==> src/rtl/mmio_timer_responder.sv <==
// MMIO timer peripheral: 64-bit free-running MTIME, MTIMECMP, CTRL and STATUS
// behind a 32-byte window, with a fixed-latency MEM-stage handshake and a level irq.
module mmio_timer_responder #(
  parameter logic [63:0] BASE_ADDR = 64'h0000_0000_1000_0000,
  parameter int unsigned LATENCY   = 2
) (
  input  logic        clock,
  input  logic        reset,
  input  logic [63:0] req_addr,
  input  logic [63:0] req_wdata,
  input  logic [1:0]  req_store_type,
  input  logic [1:0]  req_load_type,
  input  logic        flush,
  output logic        d_ready,
  output logic        d_valid,
  output logic [63:0] d_rdata,
  output logic        stall,
  output logic        irq
);

  localparam int unsigned CW = (LATENCY > 1) ? $clog2(LATENCY) : 1;
  localparam logic [CW-1:0] CNT_INIT = CW'(LATENCY - 1);

  typedef enum logic [1:0] {
    S_IDLE,
    S_ACCESS,
    S_RESP
  } state_e;

  state_e        state_q, state_d;
  logic [CW-1:0] cnt_q, cnt_d;
  logic [4:0]    addr_q, addr_d;
  logic [63:0]   wdata_q, wdata_d;
  logic [1:0]    st_q, st_d;
  logic [1:0]    ld_q, ld_d;
  logic [63:0]   rdata_q, rdata_d;
  logic [63:0]   mtime_q, mtime_d;
  logic [63:0]   mtimecmp_q, mtimecmp_d;
  logic [1:0]    ctrl_q, ctrl_d;
  logic          pending_q, pending_d;
  logic          irq_q, irq_d;

  logic          req, hit, is_store, is_load, commit;
  logic [63:0]   sel_reg, wmask, wshift, merged, rd_val, byte_sh;

  assign req      = (req_store_type != 2'd0) || (req_load_type != 2'd0);
  assign hit      = req && (req_addr[63:5] == BASE_ADDR[63:5]);
  assign is_store = (st_q != 2'd0);
  assign is_load  = (ld_q != 2'd0) && !is_store;

  // Register selection, write-lane merge and read extraction all use the latched request
  always_comb begin
    unique case (addr_q[4:3])
      2'd0:    sel_reg = mtime_q;
      2'd1:    sel_reg = mtimecmp_q;
      2'd2:    sel_reg = {62'b0, ctrl_q};
      default: sel_reg = {63'b0, pending_q};
    endcase

    wmask  = '0;
    wshift = '0;
    unique case (st_q)
      2'd1: begin
        wmask  = 64'hFF << {addr_q[2:0], 3'b000};
        wshift = {56'b0, wdata_q[7:0]} << {addr_q[2:0], 3'b000};
      end
      2'd2: begin
        if (addr_q[2]) begin
          wmask  = {32'hFFFF_FFFF, 32'h0};
          wshift = {wdata_q[31:0], 32'h0};
        end else begin
          wmask  = {32'h0, 32'hFFFF_FFFF};
          wshift = {32'h0, wdata_q[31:0]};
        end
      end
      2'd3: begin
        wmask  = '1;
        wshift = wdata_q;
      end
      default: begin
        wmask  = '0;
        wshift = '0;
      end
    endcase
    merged = (sel_reg & ~wmask) | wshift;

    byte_sh = sel_reg >> {addr_q[2:0], 3'b000};
    unique case (ld_q)
      2'd1:    rd_val = {56'b0, byte_sh[7:0]};
      2'd2:    rd_val = addr_q[2] ? {32'b0, sel_reg[63:32]} : {32'b0, sel_reg[31:0]};
      2'd3:    rd_val = sel_reg;
      default: rd_val = '0;
    endcase
  end

  always_comb begin
    state_d = state_q;
    cnt_d   = cnt_q;
    addr_d  = addr_q;
    wdata_d = wdata_q;
    st_d    = st_q;
    ld_d    = ld_q;
    rdata_d = rdata_q;
    commit  = 1'b0;

    unique case (state_q)
      S_IDLE: begin
        if (hit && !flush) begin
          state_d = S_ACCESS;
          cnt_d   = CNT_INIT;
          addr_d  = req_addr[4:0];
          wdata_d = req_wdata;
          st_d    = req_store_type;
          ld_d    = req_load_type;
        end
      end
      S_ACCESS: begin
        if (flush) begin
          state_d = S_IDLE;
        end else if (cnt_q == '0) begin
          state_d = S_RESP;
          // Read data is captured on entry so it is stable for the whole RESP cycle
          if (is_load) rdata_d = rd_val;
        end else begin
          cnt_d = cnt_q - CW'(1);
        end
      end
      S_RESP: begin
        state_d = S_IDLE;
        commit  = is_store && !flush;
      end
      default: state_d = S_IDLE;
    endcase
  end

  assign d_ready = ((state_q == S_IDLE) && hit) || (state_q == S_ACCESS) || (state_q == S_RESP);
  assign stall   = ((state_q == S_IDLE) && hit) || (state_q == S_ACCESS);
  assign d_valid = (state_q == S_RESP) && is_load && !flush;
  assign d_rdata = rdata_q;
  assign irq     = irq_q;

  always_comb begin
    mtime_d    = ctrl_q[0] ? mtime_q + 64'd1 : mtime_q;
    mtimecmp_d = mtimecmp_q;
    ctrl_d     = ctrl_q;
    pending_d  = pending_q;

    if (commit) begin
      unique case (addr_q[4:3])
        2'd0:    mtime_d    = merged;
        2'd1:    mtimecmp_d = merged;
        2'd2:    ctrl_d     = merged[1:0];
        default: if (wmask[0] && wshift[0]) pending_d = 1'b0;
      endcase
    end

    // Match uses the pre-increment count; placed last so a set beats a same-cycle clear
    if (ctrl_q[0] && (mtime_q == mtimecmp_q)) pending_d = 1'b1;

    irq_d = pending_q & ctrl_q[1];
  end

  always_ff @(posedge clock or negedge reset) begin
    if (!reset) begin
      state_q    <= S_IDLE;
      cnt_q      <= '0;
      addr_q     <= '0;
      wdata_q    <= '0;
      st_q       <= '0;
      ld_q       <= '0;
      rdata_q    <= '0;
      mtime_q    <= '0;
      mtimecmp_q <= '1;
      ctrl_q     <= '0;
      pending_q  <= 1'b0;
      irq_q      <= 1'b0;
    end else begin
      state_q    <= state_d;
      cnt_q      <= cnt_d;
      addr_q     <= addr_d;
      wdata_q    <= wdata_d;
      st_q       <= st_d;
      ld_q       <= ld_d;
      rdata_q    <= rdata_d;
      mtime_q    <= mtime_d;
      mtimecmp_q <= mtimecmp_d;
      ctrl_q     <= ctrl_d;
      pending_q  <= pending_d;
      irq_q      <= irq_d;
    end
  end

endmodule

==> config.mk <==
export PLATFORM = sky130hd
export DESIGN_NAME = mmio_timer_responder
export DESIGN_NICKNAME = d
export VERILOG_FILES = /design/src/rtl/mmio_timer_responder.sv
export SDC_FILE = /design/constraint.sdc
export NUM_CORES = 1
export LEC_CHECK = 0
export ABC_AREA = 1
export CORE_ASPECT_RATIO = 0.7
export CORE_MARGIN = 2
export CORE_UTILIZATION = 55
export DETAILED_ROUTE_END_ITERATION = 8
export DONT_BUFFER_PORTS = 1
export GPL_ROUTABILITY_DRIVEN = 0
export MAX_ROUTING_LAYER = met4
export PLACE_DENSITY = 0.67
export SLEW_MARGIN = 30
export SYNTH_ARGS = -nofsm -noshare
export SYNTH_HDL_FRONTEND = slang
export SYNTH_SLANG_ARGS = --single-unit
export TNS_END_PERCENT = 5
==> constraint.sdc <==
create_clock -name clock -period 2.15 [get_ports clock]
set_input_delay 0.43 -clock clock [delete_from_list [all_inputs] [get_ports clock]]
set_output_delay 0.43 -clock clock [all_outputs]
set_load 0.01 [all_outputs]
# ---- After elaboration in Yosys (flattened, before gate mapping)
# Cells that the tools add are included.
dict set report classes {
  n_addsub 2
  eq_ne 16
  shift 3
  mux 23
  n_bitwise 6
  reduce_logical 31
}
# cell count
set op_table {}
lappend op_table {{64-bit one-hot mux with 3 select lines} 4}
lappend op_table {{64-bit 2-to-1 mux} 5}
lappend op_table {{64-bit by 1-bit adder with 64-bit output (second input constant)} 1}
lappend op_table {{64-bit bitwise AND} 1}
lappend op_table {{64-bit equality test} 1}
lappend op_table {{64-bit inverter} 1}
lappend op_table {{64-bit bitwise OR} 1}
lappend op_table {{8-bit by 6-bit left shift with 64-bit output} 1}
lappend op_table {{8-bit by 6-bit left shift with 64-bit output (first input constant)} 1}
lappend op_table {{64-bit by 6-bit >> shifter with 8-bit output} 1}
lappend op_table {{59-bit by 24-bit equality test with 1-bit output (second input constant)} 1}
lappend op_table {{32-bit 2-to-1 mux} 1}
lappend op_table {{2-bit nonzero test} 7}
lappend op_table {{2-bit equality test (second input constant)} 6}
lappend op_table {{1-bit logical AND} 9}
lappend op_table {{2-bit by 1-bit equality test with 1-bit output (second input constant)} 4}
lappend op_table {{1-bit 2-to-1 mux} 8}
lappend op_table {{2-bit AND reduction} 4}
lappend op_table {{2-bit 2-to-1 mux} 3}
lappend op_table {{3-bit AND reduction} 2}
lappend op_table {{2-bit logical NOT} 2}
lappend op_table {{2-bit inequality test (second input constant)} 2}
lappend op_table {{2-bit one-hot mux with 2 select lines} 1}
lappend op_table {{4-bit AND reduction} 1}
lappend op_table {{other kinds (9)} 13}
dict set report totals {
  reg_bits 272
  in_bits 135
  wordCells 93
}

# ---- Logic depth before layout (Yosys ltp)
dict set report depth {
  depth_word 7
  depth_mapped 12
  mapped_depth_nobuf 12
}

# ---- Least setup slack after synthesis
# OpenSTA, ideal clock, no wires.
dict set report synth_path {
  path_kind {register to register}
  start {register mtime_q[0]}
  end {register mtime_q[52]}
  setup_ps 117
  t_arrival_ps 1480
  slack_ps 553
  stages_incl_launch_ff 13
  n_path_buf 0
  cell_sequence {dfrtp_1 ha_1 nand2_2 nor2_4 nand2_2 nor2_4 nand2_1 nor2_2 nand3_1 nand2_1 nand2_1 nand2_1 nand2_1}
}
dict set report synth_via {
  elab_chain_len 4
}
# element line
set synth_rtl {}
lappend synth_rtl {{start: declaration} 37} ;# logic [63:0] mtime_q, mtime_d;
lappend synth_rtl {{start signal: assignment} 185} ;# mtime_q <= mtime_d;
lappend synth_rtl {{64-bit by 1-bit adder with 64-bit output (*)} 143} ;# mtime_d = ctrl_q[0] ? mtime_q + 64'd1 : mtime_q;
lappend synth_rtl {{64-bit 2-to-1 mux (*)} 143}
lappend synth_rtl {{64-bit 2-to-1 mux} 149} ;# unique case (addr_q[4:3])
lappend synth_rtl {{64-bit 2-to-1 mux (*)} 148} ;# if (commit) begin
lappend synth_rtl {{named net mtime_d[52]} 37}
# The timed path passes the listed nets; every way through them passes the cells marked *.
# A chain may end at the register's enable or synchronous reset.

# ---- Final worst setup path
dict set report layout_path {
  start {register addr_q[4]}
  end {register mtime_q[45]}
}
dict set report layout_via {
  elab_chain_len 6
  word_cells_on_any_way 8
  cone_classes {eq/ne: 2; mux: 3; bitwise: 2; reduce/logical: 1}
}
# element line
set layout_rtl {}
lappend layout_rtl {{start: declaration} 32} ;# logic [4:0] addr_q, addr_d;
lappend layout_rtl {{start signal: assignment} 180} ;# addr_q <= addr_d;
lappend layout_rtl {{2-bit equality test, or another cell as far along} 53} ;# unique case (addr_q[4:3])
lappend layout_rtl {{64-bit one-hot mux with 3 select lines} 53}
lappend layout_rtl {{64-bit bitwise AND} 85} ;# merged = (sel_reg & ~wmask) | wshift;
lappend layout_rtl {{64-bit bitwise OR} 85}
lappend layout_rtl {{64-bit 2-to-1 mux (*)} 149}
lappend layout_rtl {{64-bit 2-to-1 mux (*)} 148}
lappend layout_rtl {{named net mtime_d[45]} 37}
# Marked as above.

==> impl_results.md <==
- Starting Density: 0.558
- Synth warnings: 0
- Max IR drop VDD: 679 uV
- EDFF count, synth: 0
- Clock Path Buffers: 3
- Worst setup path start: addr_q[4]$_DFFE_PN0P_
- Reg-to-reg startpoint: addr_q[4]$_DFFE_PN0P_
- Max-Cap Viols: 0
- Worst R2R End: mtime_q[45]$_DFF_PN0_
- Fin worst setup slack: -0.00299 ns
- Final Critical Period: 2.15 ns
- Row Count: 54
- Dpl hpwl: 52800 um
- Sequential area share after synthesis: 0.397
- Design Power: 10.5 mW
- Core Box Area: 0.0311 mm^2
- Multi-input logic area: 0.00912 mm^2
- NumNets Final: 2703
- Via count: 18300
- IO Port Bufs: 0
- Max_slew headroom: 0.468
- Final Setup Violations: 1
- Avg WL per Cell: 22.9 um
- First-pass GRT wire length: 104000 um
- Post-layout util: 0.625
- CTS sink cnt: 272
- Synth async-reset ratio: 1.00
- Worst hold path type: primary input to async pin
- Cells after Synth: 2546
- Die X: 216 um
- Max frequency: 0.464 GHz
- Total track usage: 0.428
- Final Hold Fails: 272
- H-tree Lvls: 1
- Post-synth cell types: 45
- Most common cell after layout, fill and taps aside: nand2_1
- Post-route ant nets: 0
- Die Area: 0.0330 mm^2
- Num CTS Buffers: 28
- Hold_buf cts: 32
- Cells on worst reg2reg path: 8
- Initial antenna violation count: 1
- Area Overhead vs Synth: 12.0%
- Max FO, Critical Path: 16
- Worst-Skew Late Latency: 0.58 ns
- Sequential cell area: 0.00689 mm^2
- Fin crit share: 1.00
- Net count after synthesis: 2682
- CTS clk-pin slew, worst paths: 0.07 ns
- Commonest non-fill, non-tap cells in the layout: nand2_1 (992), nor2_1 (223), dfrtp_1 (203)
- Layout cells sized above 1: 0.110
- Synthesized area per cell: 6.81 um^2
- Worst hold slack: -0.447 ns
- Initial drt markers: 2975
- Most common cell on crit path: nand2_1
- TritonCTS clock tree: built
- Total grt overflow: 0
- R2R setup slack: -0.003 ns
- Post-synth top flop: dfrtp_1
- Worst setup EP type: flip-flop
- CTS Root Cell: clkbuf_16
- Drc violations: 13
- Die Y: 153 um
- Drt total wl: 68800 um
- Largest net degree at the start of global routing: 273
- WP data required: 2.66 ns
- Critical path startpoint category: flip-flop
- Tightest Pin Transition: 0.798 ns
- Avg Vias per Cell: 6.08
- Synth Register Bits: 272
- CP Data Arrival Time: 2.67 ns
- Vias in the first global route: 17000
- Layout fillers: 2948
- Slowest CP cell: o221ai_1
- Failing checks: design-rule violations, negative hold slack, negative setup slack
- Worst-path cell chain: inv_1 > nand2_1 > buf_12 > o21ai_0 > inv_1 > o221ai_1 > nand2_1 > nand2_1
- CP max stage delay: 0.59 ns
- P_leak: 9.04 nW
- 1st-pass router iterations: 9
- Postcts setup bufs: 0
- Io pins: 203
- Post-Syn Area: 0.0173 mm^2
- Clock Skews: 0.0181 ns
- Max-slew violations: 0
- Pwr Density: 542 mW/mm^2
- Worst Setup Path Type: flip-flop to flip-flop
- Worst slack at placement: 0.0142 ns
- Status: complete, but fails checks
-- state kept, by name, summed over array words and instances, names as in the netlist --
register    count
pending_q       1
cnt_q           1
st_q            2
irq             1
addr_q          5
mtimecmp_q     64
state_q         2
ld_q            2
mtime_q        64
wdata_q        64
ctrl_q          2
d_rdata        64
-- power breakdown --
part	total, mW	leakage, nW	switching [mW]	internal [mW]
clock network	5.31	0.485	2.20	3.11
logic	0.0924	5.08	0.0351	0.0573
registers	5.12	3.48	0	5.12
total	10.5	9.04	2.24	8.29
-- critical path: cells and delay by family (launching register included) --
kind	cells	cell delay [ns]
and+or+nand+nor	3	0.32
AOI/OAI and AO/OA	2	0.82
DFF	1	0.46
buffers and inverters	3	0.49
-- cells by family (layout without fill, tap and decap cells) --
| group | Yosys count | count (layout) | synth area share |
|---|---|---|---|
| other | 0 | 1 | 0 |
| DFF | 272 | 272 | 0.397 |
| muxes | 1 | 1 | 0.000650 |
| adders and majority gates | 1 | 1 | 0.000722 |
| and+or+nand+nor | 1524 | 1524 | 0.367 |
| buffers and inverters | 339 | 381 | 0.0809 |
| AOI/OAI and AO/OA | 358 | 358 | 0.127 |
| xor gates and xnor gates | 51 | 51 | 0.0262 |
-- metal layers --
layer | global-route usage | vias up | wire, um
met1 | 0.580 | 8564 | 27100
met4 | 0.144 | 0 | 2810
li1 | - | 8245 | -
met5 | - | - | 0
met2 | 0.584 | 1284 | 27900
met3 | 0.163 | 204 | 11000
-- how the worst max path moves through the flow --
stage,depth (start not counted),to,slack (ns)
after floorplan,12,mtime_q[52]$_DFF_PN0_,0.55
after global placement,10,d_rdata[14]$_DFFE_PN0P_,0.04
after detailed placement,10,d_rdata[14]$_DFFE_PN0P_,0.01
after CTS,10,d_rdata[14]$_DFFE_PN0P_,0.002
after global routing,11,d_rdata[4]$_DFFE_PN0P_,-0.008
final,8,mtime_q[45]$_DFF_PN0_,-0.003
-- stage by stage --
stage                     area [um^2]  setup TNS, ns  cells  hold WS (ns)
final                           19400       -0.00299   3009        -0.447
after floorplan                 17300              0   2546         0.134
after detailed placement        18100              0   2925         0.141
after global routing            19400       -0.00835   3009        -0.458
after global placement          18100              0   2925         0.140
after CTS                       19400              0   3008        -0.453
-- cell usage after synthesis, types with 2 or more instances --
library cell  number  share of area
nand2_1          994           0.22
nor2_1           231          0.050
dfrtp_1          208           0.30
inv_1            203          0.044
nand3_1          191          0.055
o21ai_0          125          0.036
dfstp_2           64          0.097
buf_2             56          0.016
a21oi_1           54          0.016
o211ai_1          44          0.019
clkbuf_1          39         0.0084
nand4_1           36          0.013
xor2_1            32          0.016
o21ai_1           28         0.0081
o221ai_1          27          0.014
o31ai_1           25          0.011
a22oi_1           22         0.0095
nor2_2            21         0.0076
xnor2_1           18         0.0091
inv_2             16         0.0035
buf_4             14         0.0061
o22ai_1           14         0.0051
nor3_1            11         0.0032
nor2_4             8         0.0052
nand2_2            7         0.0025
o21a_1             7         0.0030
clkbuf_2           6         0.0017
nand3b_1           6         0.0026
nor2_8             5         0.0058
a21oi_2            4         0.0020
and2_1             4         0.0014
buf_1              4        0.00087
a31oi_1            3         0.0011
nand2_4            3         0.0019
nand3_2            3         0.0017
o21ai_2            3         0.0015
nor3_2             2         0.0012
-- repair_timing --
item,in CTS,in global routing
endpoints found under the hold margin,304,272
pin swaps,0,1
setup endpoints to repair,1,29
resized for setup,5,15
-- layout make-up --
class                           count  share of cell area
Antenna cell                        1            0.000129
Clock buffer                       37              0.0415
Clock inverter                     14             0.00921
Inverter                          220              0.0427
Multi-Input combinational cell   1935               0.469
Sequential cell                   272               0.355
Tap cell                          420              0.0271
Timing Repair Buffer              110              0.0550
Power figures use the tool's default switching activity.
